## config.mk

```make
export PLATFORM = sky130hd
export DESIGN_NAME = instr_fetch_unit_flat
export DESIGN_NICKNAME = d
export VERILOG_FILES = /design/src/rtl/instr_fetch_unit_if.sv /design/src/rtl/instr_fetch_unit.sv /design/src/flat_wrapper.sv
export SDC_FILE = /design/constraint.sdc
export NUM_CORES = 1
export LEC_CHECK = 0
export ABC_AREA = 1
export CAP_MARGIN = 20
export CORE_AREA = 2 2 135 137
export CTS_CLUSTER_DIAMETER = 200
export CTS_CLUSTER_SIZE = 25
export DETAILED_ROUTE_END_ITERATION = 16
export DIE_AREA = 0 0 137 139
export PLACE_DENSITY = 0.86
export SLEW_MARGIN = 20
export SYNTH_ARGS = -nofsm -noshare
export SYNTH_HDL_FRONTEND = slang
export SYNTH_SLANG_ARGS = --single-unit
```

## constraint.sdc

```tcl
create_clock -name clk -period 10.3 [get_ports clk]
set_input_delay 3.09 -clock clk [delete_from_list [all_inputs] [get_ports clk]]
set_output_delay 3.09 -clock clk [all_outputs]
set_load 0.02 [all_outputs]
```

## src/rtl/instr_fetch_unit_if.sv

```systemverilog
// Bundle of fetch-side handshakes: imem request/response, redirect, and the instr stream to decode.
// IFETCH_MISALIGN_EN adds the instr_misaligned flag alongside instr/instr_pc.
interface instr_fetch_unit_if;
  logic        imem_req_valid;
  logic        imem_req_ready;
  logic [31:0] imem_req_addr;
  logic        imem_rsp_valid;
  logic [31:0] imem_rsp_data;
  logic        redirect_valid;
  logic [31:0] redirect_pc;
  logic        instr_valid;
  logic        instr_ready;
  logic [31:0] instr;
  logic [31:0] instr_pc;
`ifdef IFETCH_MISALIGN_EN
  logic        instr_misaligned;

  modport master (
    output imem_req_valid, imem_req_addr,
    input  imem_req_ready, imem_rsp_valid, imem_rsp_data,
    input  redirect_valid, redirect_pc,
    output instr_valid, instr, instr_pc, instr_misaligned,
    input  instr_ready
  );

  modport slave (
    input  imem_req_valid, imem_req_addr,
    output imem_req_ready, imem_rsp_valid, imem_rsp_data,
    output redirect_valid, redirect_pc,
    input  instr_valid, instr, instr_pc, instr_misaligned,
    output instr_ready
  );
`else
  modport master (
    output imem_req_valid, imem_req_addr,
    input  imem_req_ready, imem_rsp_valid, imem_rsp_data,
    input  redirect_valid, redirect_pc,
    output instr_valid, instr, instr_pc,
    input  instr_ready
  );

  modport slave (
    input  imem_req_valid, imem_req_addr,
    output imem_req_ready, imem_rsp_valid, imem_rsp_data,
    output redirect_valid, redirect_pc,
    input  instr_valid, instr, instr_pc,
    output instr_ready
  );
`endif
endinterface

```

## src/rtl/instr_fetch_unit.sv

```systemverilog
// Instruction fetch: PC generation, credit-limited imem requests, in-order response FIFO, redirect flush.
// Define IFETCH_MISALIGN_EN to report misaligned redirect targets instead of silently aligning them.
module instr_fetch_unit #(
  parameter logic [31:0] RESET_PC   = 32'h0000_0000,
  parameter int unsigned FIFO_DEPTH = 2
) (
  input logic                clk,
  input logic                rst,
  instr_fetch_unit_if.master bus
);

  localparam int unsigned PtrW = $clog2(FIFO_DEPTH);
  localparam int unsigned CntW = $clog2(FIFO_DEPTH + 1);
`ifdef IFETCH_MISALIGN_EN
  localparam int unsigned EntryW = 65;
`else
  localparam int unsigned EntryW = 64;
`endif

  logic [31:0]       pc_q, pc_d;
  logic [CntW-1:0]   outstanding_q, outstanding_d;
  logic [CntW-1:0]   drop_q, drop_d;
  logic [CntW-1:0]   fifo_cnt_q, fifo_cnt_d;
  logic [PtrW-1:0]   fifo_wr_q, fifo_wr_d;
  logic [PtrW-1:0]   fifo_rd_q, fifo_rd_d;
  logic [PtrW-1:0]   pcq_wr_q, pcq_wr_d;
  logic [PtrW-1:0]   pcq_rd_q, pcq_rd_d;
  logic [EntryW-1:0] fifo_mem [FIFO_DEPTH];
  logic [31:0]       pcq_mem  [FIFO_DEPTH];

  logic              fifo_we;
  logic [PtrW-1:0]   fifo_waddr;
  logic [EntryW-1:0] fifo_wdata;
  logic [EntryW-1:0] head;

  logic [CntW:0]     inflight;
  logic              credit_ok;
  logic              halted;
  logic              req_valid;
  logic              req_hs;
  logic              rsp;
  logic              fifo_empty;
  logic              instr_valid;
  logic              pop;
  logic              push;

`ifdef IFETCH_MISALIGN_EN
  logic halted_q, halted_d;
  always_comb halted = halted_q;
`else
  always_comb halted = 1'b0;
`endif

  // Credit counts stale in-flight requests too, so every response always finds a free slot.
  always_comb begin
    inflight    = {1'b0, outstanding_q} + {1'b0, fifo_cnt_q};
    credit_ok   = inflight < (CntW + 1)'(FIFO_DEPTH);
    req_valid   = !rst && credit_ok && !halted;
    req_hs      = req_valid && bus.imem_req_ready;
    rsp         = bus.imem_rsp_valid;
    fifo_empty  = (fifo_cnt_q == '0);
    instr_valid = !rst && !fifo_empty && !bus.redirect_valid;
    pop         = instr_valid && bus.instr_ready;
    push        = rsp && (drop_q == '0) && !bus.redirect_valid;
    head        = fifo_mem[fifo_rd_q];
  end

  assign bus.imem_req_valid = req_valid;
  assign bus.imem_req_addr  = pc_q;
  assign bus.instr_valid    = instr_valid;
  assign bus.instr          = (!rst && !fifo_empty) ? head[EntryW-1 -: 32] : 32'h0;
  assign bus.instr_pc       = (!rst && !fifo_empty) ? head[EntryW-33 -: 32] : 32'h0;
`ifdef IFETCH_MISALIGN_EN
  assign bus.instr_misaligned = !rst && !fifo_empty && head[0];
`endif

  always_comb begin
    pc_d          = pc_q;
    outstanding_d = outstanding_q + CntW'(req_hs) - CntW'(rsp);
    drop_d        = drop_q;
    fifo_cnt_d    = fifo_cnt_q;
    fifo_wr_d     = fifo_wr_q;
    fifo_rd_d     = fifo_rd_q;
    pcq_wr_d      = pcq_wr_q + PtrW'(req_hs);
    pcq_rd_d      = pcq_rd_q + PtrW'(rsp);
    fifo_we       = 1'b0;
    fifo_waddr    = fifo_wr_q;
`ifdef IFETCH_MISALIGN_EN
    halted_d      = halted_q;
    fifo_wdata    = {bus.imem_rsp_data, pcq_mem[pcq_rd_q], 1'b0};
`else
    fifo_wdata    = {bus.imem_rsp_data, pcq_mem[pcq_rd_q]};
`endif

    if (bus.redirect_valid) begin
      // Everything in flight after this cycle is stale, including a request accepted right now.
      pc_d       = bus.redirect_pc & 32'hFFFF_FFFC;
      drop_d     = outstanding_d;
      fifo_cnt_d = '0;
      fifo_wr_d  = '0;
      fifo_rd_d  = '0;
`ifdef IFETCH_MISALIGN_EN
      halted_d = (bus.redirect_pc[1:0] != 2'b00);
      if (bus.redirect_pc[1:0] != 2'b00) begin
        fifo_we    = 1'b1;
        fifo_waddr = '0;
        fifo_wdata = {32'h0, bus.redirect_pc, 1'b1};
        fifo_wr_d  = PtrW'(1);
        fifo_cnt_d = CntW'(1);
      end
`endif
    end else begin
      if (req_hs) begin
        pc_d = pc_q + 32'd4;
      end
      if (rsp && (drop_q != '0)) begin
        drop_d = drop_q - CntW'(1);
      end
      fifo_we    = push;
      fifo_wr_d  = fifo_wr_q + PtrW'(push);
      fifo_rd_d  = fifo_rd_q + PtrW'(pop);
      fifo_cnt_d = fifo_cnt_q + CntW'(push) - CntW'(pop);
    end
  end

  always_ff @(posedge clk) begin
    if (rst) begin
      pc_q          <= RESET_PC;
      outstanding_q <= '0;
      drop_q        <= '0;
      fifo_cnt_q    <= '0;
      fifo_wr_q     <= '0;
      fifo_rd_q     <= '0;
      pcq_wr_q      <= '0;
      pcq_rd_q      <= '0;
`ifdef IFETCH_MISALIGN_EN
      halted_q      <= 1'b0;
`endif
    end else begin
      pc_q          <= pc_d;
      outstanding_q <= outstanding_d;
      drop_q        <= drop_d;
      fifo_cnt_q    <= fifo_cnt_d;
      fifo_wr_q     <= fifo_wr_d;
      fifo_rd_q     <= fifo_rd_d;
      pcq_wr_q      <= pcq_wr_d;
      pcq_rd_q      <= pcq_rd_d;
`ifdef IFETCH_MISALIGN_EN
      halted_q      <= halted_d;
`endif
    end
  end

  // Storage needs no reset; occupancy is tracked by the pointers and counters above.
  always_ff @(posedge clk) begin
    if (fifo_we) begin
      fifo_mem[fifo_waddr] <= fifo_wdata;
    end
    if (req_hs) begin
      pcq_mem[pcq_wr_q] <= pc_q;
    end
  end

endmodule
```

## src/flat_wrapper.sv

```systemverilog
// flat-port wrapper written by rule: the top's interface ports become plain ports
module instr_fetch_unit_flat 
#(
  parameter logic [31:0] RESET_PC   = 32'h0000_0000,
  parameter int unsigned FIFO_DEPTH = 2
)
  (clk, rst, bus_imem_req_valid, bus_imem_req_addr, bus_imem_req_ready, bus_imem_rsp_valid, bus_imem_rsp_data, bus_redirect_valid, bus_redirect_pc, bus_instr_valid, bus_instr, bus_instr_pc, bus_instr_ready);
  instr_fetch_unit_if bus_i ();
  input logic clk;
  input logic rst;
  output wire logic [$bits(bus_i.imem_req_valid)-1:0] bus_imem_req_valid;
  output wire logic [$bits(bus_i.imem_req_addr)-1:0] bus_imem_req_addr;
  input wire logic [$bits(bus_i.imem_req_ready)-1:0] bus_imem_req_ready;
  input wire logic [$bits(bus_i.imem_rsp_valid)-1:0] bus_imem_rsp_valid;
  input wire logic [$bits(bus_i.imem_rsp_data)-1:0] bus_imem_rsp_data;
  input wire logic [$bits(bus_i.redirect_valid)-1:0] bus_redirect_valid;
  input wire logic [$bits(bus_i.redirect_pc)-1:0] bus_redirect_pc;
  output wire logic [$bits(bus_i.instr_valid)-1:0] bus_instr_valid;
  output wire logic [$bits(bus_i.instr)-1:0] bus_instr;
  output wire logic [$bits(bus_i.instr_pc)-1:0] bus_instr_pc;
  input wire logic [$bits(bus_i.instr_ready)-1:0] bus_instr_ready;
  assign bus_imem_req_valid = bus_i.imem_req_valid;
  assign bus_imem_req_addr = bus_i.imem_req_addr;
  assign bus_i.imem_req_ready = bus_imem_req_ready;
  assign bus_i.imem_rsp_valid = bus_imem_rsp_valid;
  assign bus_i.imem_rsp_data = bus_imem_rsp_data;
  assign bus_i.redirect_valid = bus_redirect_valid;
  assign bus_i.redirect_pc = bus_redirect_pc;
  assign bus_instr_valid = bus_i.instr_valid;
  assign bus_instr = bus_i.instr;
  assign bus_instr_pc = bus_i.instr_pc;
  assign bus_i.instr_ready = bus_instr_ready;
  instr_fetch_unit #(.RESET_PC(RESET_PC), .FIFO_DEPTH(FIFO_DEPTH)) u_core (.clk(clk), .rst(rst), .bus(bus_i));
endmodule
```

==> results.md, run 1 <==
Critical path:
- The slowest cell on the critical path is sky130_fd_sc_hd__clkinv_2.
- The dominant delay contributor by cell family on the critical path is buffers and inverters.
- The largest driver fanout on the critical path is 62.
- The critical path in this run is classified as input port to output port.
- The most frequent cell on the critical path is sky130_fd_sc_hd__clkdlybuf4s50_1.
- The count of buffering cells on the critical path with inverters included is 6.
- STA puts the critical path data required time at 7210 ps.
- The biggest cell delay along the critical path is between 700 and 800 ps.
- The type of origin of the critical path is an input port.
- The data arrival time of the critical path is ~6000 ps.
- The critical path goes through clkdlybuf4s50_1, buf_4, inv_2, o21ai_0, clkinv_2, nand2_1, inv_1, clkdlybuf4s50_1.
- The capturing element type of the critical path is an output port.

Synth:
- By area the synthesized netlist is led by sky130_fd_sc_hd__edfxtp_1, sky130_fd_sc_hd__nand2_1, sky130_fd_sc_hd__dfxtp_1.
- The number of different library cells used by synthesis comes to 35.
- Of all cell types, the one taking the most synthesized area is sky130_fd_sc_hd__edfxtp_1.
- Counting flops and latches in the post-synthesis netlist gives between 200 and 250.
- The number of warnings reported in the yosys synthesis log is 0.
- In the synthesized netlist, the cells that appear most often are sky130_fd_sc_hd__nand2_1, sky130_fd_sc_hd__edfxtp_1, sky130_fd_sc_hd__inv_1, sky130_fd_sc_hd__nor2_1, sky130_fd_sc_hd__dfxtp_1.
- The area fraction of the dominant cell type after synthesis is 55.8%.
- The cell area that synthesis handed to floorplanning was 9900 um^2.
- The proportion of synthesized flip-flops having asynchronous set or reset is 0%.
- For this run, the register share of the synthesized area comes to around 64%.
- The average instance in the mapped netlist occupies around 10 um^2.
- The flip-flop cell with the highest count after synthesis is sky130_fd_sc_hd__edfxtp_1.
- Among all cell types in the netlist, the one instantiated most often is sky130_fd_sc_hd__nand2_1.
- The number of flops mapped to enable cells by yosys is 184.
- The cell count after synthesis came out at approximately 1000.

Route:
- The via density per instance is 5.12.
- The total wire length after detailed routing is 20.3 mm.
- The count of antenna-violating nets left after detailed routing is 0.
- The average wire length per cell after detail routing is 14.7 um.
- The count of vias placed by the detailed router is ~7000.
- The number of design rule violations left after detail routing is 0.
- For this run, the detailed router's first-pass iteration total came to 8.
- The starting DRC count in detailed routing is 593.

Placement:
- Detailed placement finished with a half-perimeter wire length of 13.4 mm.
- Buffers placed on the I/O ports in this run total 161.
- The number of cells in the design after placement is between 1000 and 1500.
- At the end of routability-driven placement, the weighted congestion stood at 0.903.

Power and ir drop:
- The leakage component of the power is between 4 and 5 nW.
- The worst-case vdd ir drop is 110 uV.
- The power per standard cell area is 145 nW/um^2.

Global routing:
- The maximum number of pins on one net before global-route repair is 63.
- The global route total overflow is 0.
- The global-route usage over all layers is 21.6%.
- The via count of the first global-routing pass came to ~7000.
- The first global-routing pass estimated 32.9 mm of wire.
- The initial antenna violation count was 0.

Clock tree:
- The post-cts sizing count is 0.
- For this design, the CTS-stage hold fixing added 0 buffers.
- The CTS buffer count is 12.
- The clock-pin slew on the worst setup and hold paths is 100 ps.
- The CTS tree is done.
- Once the clock tree was built, the setup fixing pass inserted 0 buffers.
- Counting every sink on the clock net gives ~220.
- Clock latency on the worst-skew pair, taken at its later pin, is 460 ps.
- In this run the number of H-tree levels came out at 1.
- The buffer levels on the longest clock path is 3.
- The tree is rooted in a sky130_fd_sc_hd__clkbuf_16.

Cells and area:
- At the end of the flow the core is filled with cells to 68.5%.
- The post-route netlist has 7.75% of its cells at a drive strength greater than 1.
- The post-layout instance count excluding filler cells is 1378.
- The total number of nets in the final design is 1220.
- The area overhead of the layout relative to synthesis is 22.2%.
- The diode insertion count for antenna repair is 0.

Timing:
- On the final layout, the worst hold slack is between 400 and 500 ps.
- The number of endpoints with negative hold slack in the final report was 0.
- For this run, the top clock speed supported by timing is roughly 0.11 GHz.
- In the final timing run, aggregate negative setup slack is 0 ps.
- The number of max-slew violations in the final report was 0.
- The actual slew at the worst max-slew pin is 915 ps.
- The final period demand of the worst path is 9040 ps.
- The relative slew slack is 39.0%.
- The setup clock skew after layout is 10.9 ps.
- Setup violations remaining at the end of the flow were counted as 0.
- After layout, the worst path uses ~88% of the clock period.
- Setup repair after global routing left no endpoint under its margin.

Worst hold path:
- The class of the most critical hold timing path is flip-flop to flip-flop.

Floorplan:
- The horizontal die dimension is 137 um.
- The die area is ~19000 um^2.
- The die is 139 um tall.
- ~170 I/O pins were placed.
- The placeable core region is 17700 um^2.
- For this configuration, the core starts out at a cell density of 56.0%.
- The floorplan has 49 rows.

Run status:
- The run finished with clean final reports.

Flow run:
- The number of max-capacitance violations reported is 0.
-- worst reg2reg max path, stage by stage (launching register included) --
cell and delay (ps):
sky130_fd_sc_hd__dfxtp_1 380, sky130_fd_sc_hd__nand2_1 60, sky130_fd_sc_hd__inv_1 70, sky130_fd_sc_hd__fa_1 400
sky130_fd_sc_hd__inv_1 100, sky130_fd_sc_hd__nand3_4 90, sky130_fd_sc_hd__nor2_2 220, sky130_fd_sc_hd__ha_1 220
sky130_fd_sc_hd__buf_4 390
-- path summary, 6_finish.rpt --
check	start	to	slack (ps)	cells after the start
worst max-delay path	rst	bus_instr[13]	1260	8
worst min-delay path	u_core.fifo_rd_q	u_core.fifo_rd_q	500	2
worst max register to register	u_core.fifo_cnt_q[0]	u_core.pcq_mem[0][27]	8010	8
worst min register to register	u_core.fifo_rd_q	u_core.fifo_rd_q	500	2
-- through the flow --
stage	setup WS [ps]	total power, mW	cell area, um^2
3_5_place_dp	1340	1.28	11700
6_report	1260	1.76	12100
3_3_place_gp	1340	1.27	11700
5_1_grt	1070	1.82	12100
4_1_cts	1350	1.77	12100
2_1_floorplan	3270	1.20	9910
-- kinds of logic after synthesis --
| family | after synthesis | share of synthesized area [%] |
|---|---|---|
| compound gates | 64 | 3.36 |
| xor+xnor | 10 | 0.885 |
| fa+ha+maj | 7 | 0.961 |
| buf+inv | 170 | 7.06 |
| flops | 224 | 63.9 |
| mux | 30 | 3.41 |
| other cells | 1 | 0.0379 |
| simple gates | 486 | 20.4 |
-- flip-flops by register name, indices dropped and copies added, names as in the netlist --
| name | cells |
|---|---|
| u_core.fifo_waddr | 1 |
| u_core.fifo_cnt_q | 2 |
| u_core.outstanding_q | 2 |
| u_core.pcq_rd_q | 1 |
| u_core.fifo_mem | 124 |
| u_core.pcq_mem | 60 |
| u_core.fifo_rd_q | 1 |
| u_core.drop_q | 2 |
| u_core.pcq_wr_q | 1 |
| u_core.bus.imem_req_addr | 30 |
-- final cells by class --
class / count / area [um^2]
clock buffer: 20 / 352
fill: 1326 / 5570
inverter: 133 / 503
multi-input combinational: 601 / 2900
sequential: 224 / 6330
tap: 229 / 287
timing repair buffer: 171 / 1720
-- per-layer routing --
metal / track usage [%] / up-vias / routed length [um]
li1: - / 3470 / -
met1: 29.1 / 3268 / 8690
met2: 36.7 / 282 / 9740
met3: 3.00 / 31 / 1490
met4: 6.29 / 0 / 386
met5: 0 / - / 0
-- cell usage in the layout (no fill, tap or decap), types with 24 or more instances in the layout --
master / count
sky130_fd_sc_hd__nand2_1: 373
sky130_fd_sc_hd__edfxtp_1: 184
sky130_fd_sc_hd__clkdlybuf4s50_1: 161
sky130_fd_sc_hd__inv_1: 126
sky130_fd_sc_hd__nor2_1: 41
sky130_fd_sc_hd__dfxtp_1: 39
sky130_fd_sc_hd__nand3_1: 38
sky130_fd_sc_hd__mux2_2: 30
sky130_fd_sc_hd__o21ai_0: 26
sky130_fd_sc_hd__a21oi_1: 24
-- power by group --
group / switching [mW] / leakage [nW] / total, mW / internal (mW)
clock: 0.258 / 0.168 / 0.494 / 0.236
sequential: 0.0274 / 2.02 / 1.06 / 1.04
combinational: 0.114 / 2.70 / 0.201 / 0.0872
total: 0.399 / 4.89 / 1.76 / 1.36
(Power assumes the default switching activity.)
==> run 2: changes to the inputs <==
--- a/config.mk
+++ b/config.mk
@@ -13,7 +13,6 @@
 export DETAILED_ROUTE_END_ITERATION = 16
 export DIE_AREA = 0 0 137 139
 export PLACE_DENSITY = 0.86
-export SLEW_MARGIN = 20
 export SYNTH_ARGS = -nofsm -noshare
 export SYNTH_HDL_FRONTEND = slang
 export SYNTH_SLANG_ARGS = --single-unit
==> results.md, run 2 (same netlist as run 1, synthesis figures left out) <==
Clock tree:
- CTS built an H-tree with a depth of 1.
- The buffer levels on the longest clock path is 3.
- The CTS tree is done.
- Clock latency on the worst-skew pair, taken at its later pin, is 460 ps.
- The post-cts sizing count is 0.
- In this run, post-CTS hold repair placed 0 buffers.
- In this run the post-CTS setup repair buffer count came out at 0.
- The CTS buffer count is 12.
- The tree is rooted in a sky130_fd_sc_hd__clkbuf_16.
- The total number of clock tree sinks is 224.
- Clock-pin slew was measured on the worst setup and hold paths at 90 ps.

Timing:
- The relative slew slack is 44.2%.
- The final count of negative-setup-slack endpoints is 0.
- Summed over all failing endpoints, the final setup total negative slack is 0 ps.
- For this run, the top clock speed supported by timing is ~0.12 GHz.
- The final setup slack of the worst path is 1830 ps.
- Across all hold checks on the routed design, the worst slack comes to 533 ps.
- The number of endpoints with negative hold slack in the final report is 0.
- The final worst-path cycle share is 82.3%.
- After layout, the minimum clock period comes to 8470 ps.
- The number of max-slew violations in the final report is 0.
- The actual slew at the worst max-slew pin is about 840 ps.
- Setup repair after global routing left no endpoint under its margin.
- The setup clock skew after layout is 10.3 ps.

Critical path:
- The origin of the critical flop-to-flop path is u_core.fifo_cnt_q[0].
- The capturing element type of the critical path is an output port.
- Across all register-to-register paths, the minimum setup slack is 8030 ps.
- STA classifies the critical path startpoint as an input port.
- The type of the worst setup path is input port to output port.
- The end of the critical path is bus_instr_pc[13].
- Along the worst path, the maximum fanout reaches just under 60.
- Data arrives at the worst endpoint at between 5000 and 6000 ps.
- The worst reg-to-reg path cell count is 8.
- The critical path starts at rst.
- For the worst setup path, the data required time is about 7000 ps.
- The worst flop-to-flop path endpoint is u_core.pcq_mem[0][22].

Route:
- The routed layout has approximately 6900 vias.
- The first TritonRoute pass finished after 6 iterations.
- The final layout contains routed wiring with a total length of between 20 and 25 mm.
- The average wire length per cell after detail routing is approximately 15 um.
- The starting DRC count in detailed routing is 452.
- The count of antenna-violating nets left after detailed routing is 0.
- Using the TritonRoute via totals, the vias-per-cell ratio works out to 5.03.
- The number of design rule violations left after detail routing is 0.

Global routing:
- The initial antenna violation count is 0.
- The via count of the first global-routing pass was 6794.
- Across every metal layer, demand over resource in global routing totals 21.4%.
- The first global-routing pass estimated 32.5 mm of wire.
- The maximum number of pins on one net before global-route repair is 63.
- The global route total overflow is 0.

Placement:
- The count of buffers from port buffering is 161.
- The final HPWL from detailed placement is 13.2 mm.
- The number of cells in the design after placement is 1357.
- At the placement stage, the worst setup path has a slack of between 1000 and 1500 ps.
- The final weighted congestion of routability-driven global placement is 0.903.

Floorplan:
- The die is 137 um wide.
- The height of the die is 139 um.
- The die covers 19000 um^2.
- The number of rows created at floorplan is 49.
- The number of primary I/O pins is 168.
- Once the floorplan was initialized, standard cells occupied 56.0% of the core.
- The core region is approximately 18000 um^2.

Run status:
- The flow ran to the end, and the final reports show no timing, DRC or antenna violations.

Cells and area:
- After filler insertion, the fill cell instance count of the layout stands at 1279.
- At the end of the flow, the number of nets in the layout was 1220.
- In the layout the commonest cells are sky130_fd_sc_hd__nand2_1, sky130_fd_sc_hd__edfxtp_1, sky130_fd_sc_hd__clkdlybuf4s50_1.
- Compared with the post-synthesis result, the final layout area differs by 22.1%.
- The post-route netlist has 7.75% of its cells at a drive strength greater than 1.
- The register bank with the most flops is u_core.fifo_mem.
- In the final layout, the multi-input gates occupy between 2000 and 3000 um^2.
- The diode insertion count for antenna repair is 0.
- Leaving out fill and tap cells, the most frequent cell in the layout is sky130_fd_sc_hd__nand2_1.
- For this run, the number of standard cells in the final layout without fillers is 1378.
- In the final layout, flip-flops and latches occupy 6330 um^2.
- The register with the most flip-flops in the layout has 124 of them.

Power and ir drop:
- The sequential power share is 60.5%.
- The leakage component of the power is 4.89 nW.
- The switching share of power is 22.6%.
- The cell-internal power is ~1.4 mW.
- The analysis attributes to net switching a power of 0.397 mW.
- The worst-case IR drop observed on VDD is about 93 uV.
- The power per standard cell area is 145 nW/um^2.
- The relative contribution of the clock network to total power is between 20% and 30%.
- In this run, the combinational gates consume 11.4% of the power.

Worst hold path:
- The class of the most critical hold timing path is flip-flop to flip-flop.

Flow run:
- Across the run, the number of max-cap violations was 0.
run 2: cell types whose count changed in the layout (fill, tap and decap cells not counted), sizes merged:
cell    delta
clkinv     -1
inv        +1
run 2: metal layers:
layer  track usage, %  vias to the layer above  part of all wire (%)
met3             2.89                       24                   7.8
met1             28.0                     3172                    42
li1                 -                     3463                     -
met2             37.2                      268                    49
met5                0                        -                     0
met4             5.81                        0                   1.8
run 2: power groups by stage:
stage	Sequential (mW)	Clock, mW	Combinational [mW]
detailed placement	1.08	0	0.200
floorplan	1.09	0	0.112
finish	1.06	0.493	0.201
global placement	1.08	0	0.193
global route	1.07	0.535	0.221
CTS	1.06	0.508	0.201
run 2: worst min-delay path by stage:
| stage | from | endpoint | slack (ps) | depth (start not counted) |
|---|---|---|---|---|
| after floorplan | u_core.fifo_waddr | u_core.fifo_waddr | 480 | 2 |
| after global placement | u_core.bus.imem_req_addr[5] | u_core.pcq_mem[0][5] | 520 | 0 |
| after detailed placement | u_core.bus.imem_req_addr[5] | u_core.pcq_mem[0][5] | 520 | 0 |
| after CTS | u_core.bus.imem_req_addr[5] | u_core.pcq_mem[0][5] | 530 | 0 |
| after global routing | u_core.bus.imem_req_addr[5] | u_core.pcq_mem[0][5] | 550 | 0 |
| final | u_core.bus.imem_req_addr[5] | u_core.pcq_mem[1][5] | 530 | 0 |
run 2: critical path: stages:
cell and delay [ps]:
sky130_fd_sc_hd__clkdlybuf4s50_1 400, sky130_fd_sc_hd__buf_4 240, sky130_fd_sc_hd__inv_2 210, sky130_fd_sc_hd__o21ai_0 170, sky130_fd_sc_hd__inv_2 200, sky130_fd_sc_hd__buf_12 270, sky130_fd_sc_hd__nand2_1 90, sky130_fd_sc_hd__inv_1 70
sky130_fd_sc_hd__clkdlybuf4s50_1 610
run 2: area by class of cell:
class,instances,share of cell area [%]
repair buffers,171,14.2
multi-input cells,601,24.0
flip-flops and latches,224,52.4
clock buffers,20,2.91
inverters,133,4.15
well taps,229,2.37
run 2: metrics by stage:
stage / power (mW) / utilization [%] / instance area [um^2]
floorplan: 1.20 / - / 9910
global placement: 1.27 / 66.2 / 11700
detailed placement: 1.28 / 66.3 / 11700
CTS: 1.77 / 68.3 / 12100
global route: 1.82 / 68.4 / 12100
finish: 1.76 / 68.4 / 12100
==> run 3: changes to the inputs <==
--- a/config.mk
+++ b/config.mk
@@ -7,12 +7,12 @@
 export LEC_CHECK = 0
 export ABC_AREA = 1
 export CAP_MARGIN = 20
-export CORE_AREA = 2 2 135 137
+export CORE_AREA = 2 2 147 149
 export CTS_CLUSTER_DIAMETER = 200
 export CTS_CLUSTER_SIZE = 25
 export DETAILED_ROUTE_END_ITERATION = 16
-export DIE_AREA = 0 0 137 139
-export PLACE_DENSITY = 0.86
+export DIE_AREA = 0 0 149 151
+export PLACE_DENSITY = 0.77
 export SYNTH_ARGS = -nofsm -noshare
 export SYNTH_HDL_FRONTEND = slang
 export SYNTH_SLANG_ARGS = --single-unit
==> constraint.sdc (replaced) <==
create_clock -name clk -period 7.5 [get_ports clk]
set_input_delay 2.25 -clock clk [delete_from_list [all_inputs] [get_ports clk]]
set_output_delay 2.25 -clock clk [all_outputs]
set_load 0.02 [all_outputs]
==> results.md, run 3 (same netlist as run 1, synthesis figures left out) <==
Route:
- The pre-antenna-repair detailed-routing pass consisted of 7 iterations.
- After detailed routing, the average wire length per cell comes to 14.4 um.
- For this block, the routed nets add up to between 20 and 25 mm of wire.
- The via density per instance is 4.86.
- The count of vias placed by the detailed router is 6926.
- In this run the remaining antenna-violating nets after routing total 0.
- For this run, design rule violations remaining after detail routing come to 0.
- After the first detailed-routing iteration, the DRC count stood at 590.

Critical path:
- The worst setup path is launched from an input port.
- The signal on the critical path passes through clkdlybuf4s50_1, inv_2, o21ai_0, inv_2, buf_12, nand2_1, inv_1, clkdlybuf4s50_1.
- For the worst flop-to-flop path, the logic depth is 5.
- The largest driver fanout on the critical path is 37.
- Among all stages on the critical path, the largest delay is contributed by sky130_fd_sc_hd__clkdlybuf4s50_1.
- The critical path required time is between 5000 and 6000 ps.
- The critical path is of the input port to output port type.
- The largest single stage delay on the critical path is 610 ps.
- The worst setup path is captured at an output port.
- The data arrival time of the critical path is 4510 ps.
- On the critical path the largest part of the delay comes from buffers and inverters.
- The count of buffering cells on the critical path with inverters included is 6.
- The instance count on the critical path is 8.

Timing:
- The number of endpoints with negative hold slack in the final report came to 0.
- For the pin with the worst max-slew slack, the measured transition is 856 ps.
- After routing, the total negative slack on setup checks comes to 0 ps.
- For the final database, setup skew stands at 19.2 ps.
- The final count of negative-setup-slack endpoints is 0.
- The final critical path takes up 90.1% of the cycle.
- Setup repair after global routing left no endpoint under its margin.
- Derived from the worst setup path, the maximum achievable clock frequency is 0.148 GHz.
- The relative slew slack is 42.9%.
- Subtracting the final worst setup slack from the clock period gives 6760 ps.
- The number of max-slew violations in the final report is 0.

Cells and area:
- The register bank with the most flops is u_core.fifo_mem.
- The footprint of the multi-input gates is 2900 um^2.
- Compared with the post-synthesis result, the final layout area differs by 22.5%.
- The register with the most flip-flops in the layout has 124 of them.
- The register area is 6330 um^2.
- The most common library cell in the layout ignoring fill and taps is sky130_fd_sc_hd__nand2_1.
- 0 antenna diodes ended up in the layout.
- The fill cell instance count of the final layout is 1712.
- Leaving out fill and tap cells, the most frequent cells in the layout are sky130_fd_sc_hd__nand2_1, sky130_fd_sc_hd__edfxtp_1, sky130_fd_sc_hd__clkdlybuf4s50_1.
- The final layout contains 1220 nets.
- The share of layout cells above drive strength 1 is 7.75%.

Clock tree:
- After clock tree synthesis, the setup repair step added 0 buffers.
- The buffer levels on the longest clock path is 3.
- TritonCTS created 12 clock buffers.
- The buffer cell driving the clock tree root is sky130_fd_sc_hd__clkbuf_16.
- The post-cts sizing count is 0.
- The number of hold-repair buffers added at the cts stage is 0.
- Clock-pin slew was measured on the worst setup and hold paths at 90 ps.
- CTS built an H-tree with a depth of 1.
- The total number of clock tree sinks is 224.
- Clock latency on the worst-skew pair, taken at its later pin, is 470 ps.
- The CTS tree is done.

Floorplan:
- The die is 151 um tall.
- Once the floorplan was initialized, standard cells occupied 47.5% of the core.
- The horizontal die dimension is 149 um.
- The number of rows created at floorplan is 53.
- In this run the count of I/O pins placed on the die edge is 168.
- The placeable core region is 20800 um^2.
- The die covers 22500 um^2.

Flow run:
- The number of max-capacitance violations reported is 0.

Global routing:
- The global-route usage over all layers is 18.1%.
- The global route total overflow is 0.
- The initial antenna violation count is 0.
- The first global-routing pass estimated 32.2 mm of wire.
- The maximum number of pins on one net before global-route repair is between 60 and 70.
- The via count of the first global-routing pass is 6532.

Power and ir drop:
- The worst-case vdd ir drop is ~120 uV.
- The power per standard cell area is 200 nW/um^2.
- The overall power of the completed layout is 2.42 mW.
- Summed over all cells, the static leakage comes to 4.88 nW.

Worst hold path:
- The worst hold path passes through 2 cells.
- The min-delay analysis places its worst path in the category flip-flop to flip-flop.

Placement:
- The final weighted congestion of routability-driven global placement is 0.844.
- The final HPWL from detailed placement is 13.6 mm.
- In this run the tool buffered the top-level ports with 161 buffer cells.

Run status:
- The flow ran to the end, and the final reports show no timing, DRC or antenna violations.
[run 3: final cells by class]
class                           count  area share, %
Clock buffer                       20           2.90
Inverter                          133           4.14
Multi-Input combinational cell    601           23.9
Sequential cell                   224           52.2
Tap cell                          275           2.84
Timing Repair Buffer              171           14.0
[run 3: worst paths after layout]
| path | startpoint | end | slack (ps) |
|---|---|---|---|
| worst max-delay path | rst | bus_instr_pc[7] | 740 |
| worst min-delay path | u_core.pcq_rd_q | u_core.pcq_rd_q | 530 |
| worst max register to register | u_core.drop_q[0] | u_core.fifo_mem[1][12] | 5200 |
| worst min register to register | u_core.pcq_rd_q | u_core.pcq_rd_q | 530 |
[run 3: metal layers]
metal	track usage [%]	share of wire (%)	vias to the layer above
met1	23.7	43	3190
met4	5.33	2.2	0
li1	-	-	3463
met3	3.07	7.2	37
met2	31.1	48	236
met5	0	0	-
[run 3: worst reg2reg max path, cell delays in order (launching register included)]
cell and delay, ps:
sky130_fd_sc_hd__dfxtp_1 330, sky130_fd_sc_hd__inv_1 60, sky130_fd_sc_hd__ha_1 150, sky130_fd_sc_hd__nand3_1 230
sky130_fd_sc_hd__nor2_4 500, sky130_fd_sc_hd__buf_4 620
[run 3: power by group]
group	leakage, nW	switching [mW]	internal (mW)
sequential	2.02	0.0361	1.42
combinational	2.69	0.156	0.120
clock	0.168	0.360	0.325
[run 3: stage by stage]
stage                     std cells  util, %  area [um^2]  worst slack, ps  hold slack [ps]
after floorplan                 995        -         9910             1810              481
after global placement         1404     56.5        11800              765              490
after detailed placement       1404     56.5        11800              741              508
after CTS                      1424     58.2        12100              736              530
after global routing           1424     58.2        12100              560              549
final                          1424     58.2        12100              741              529
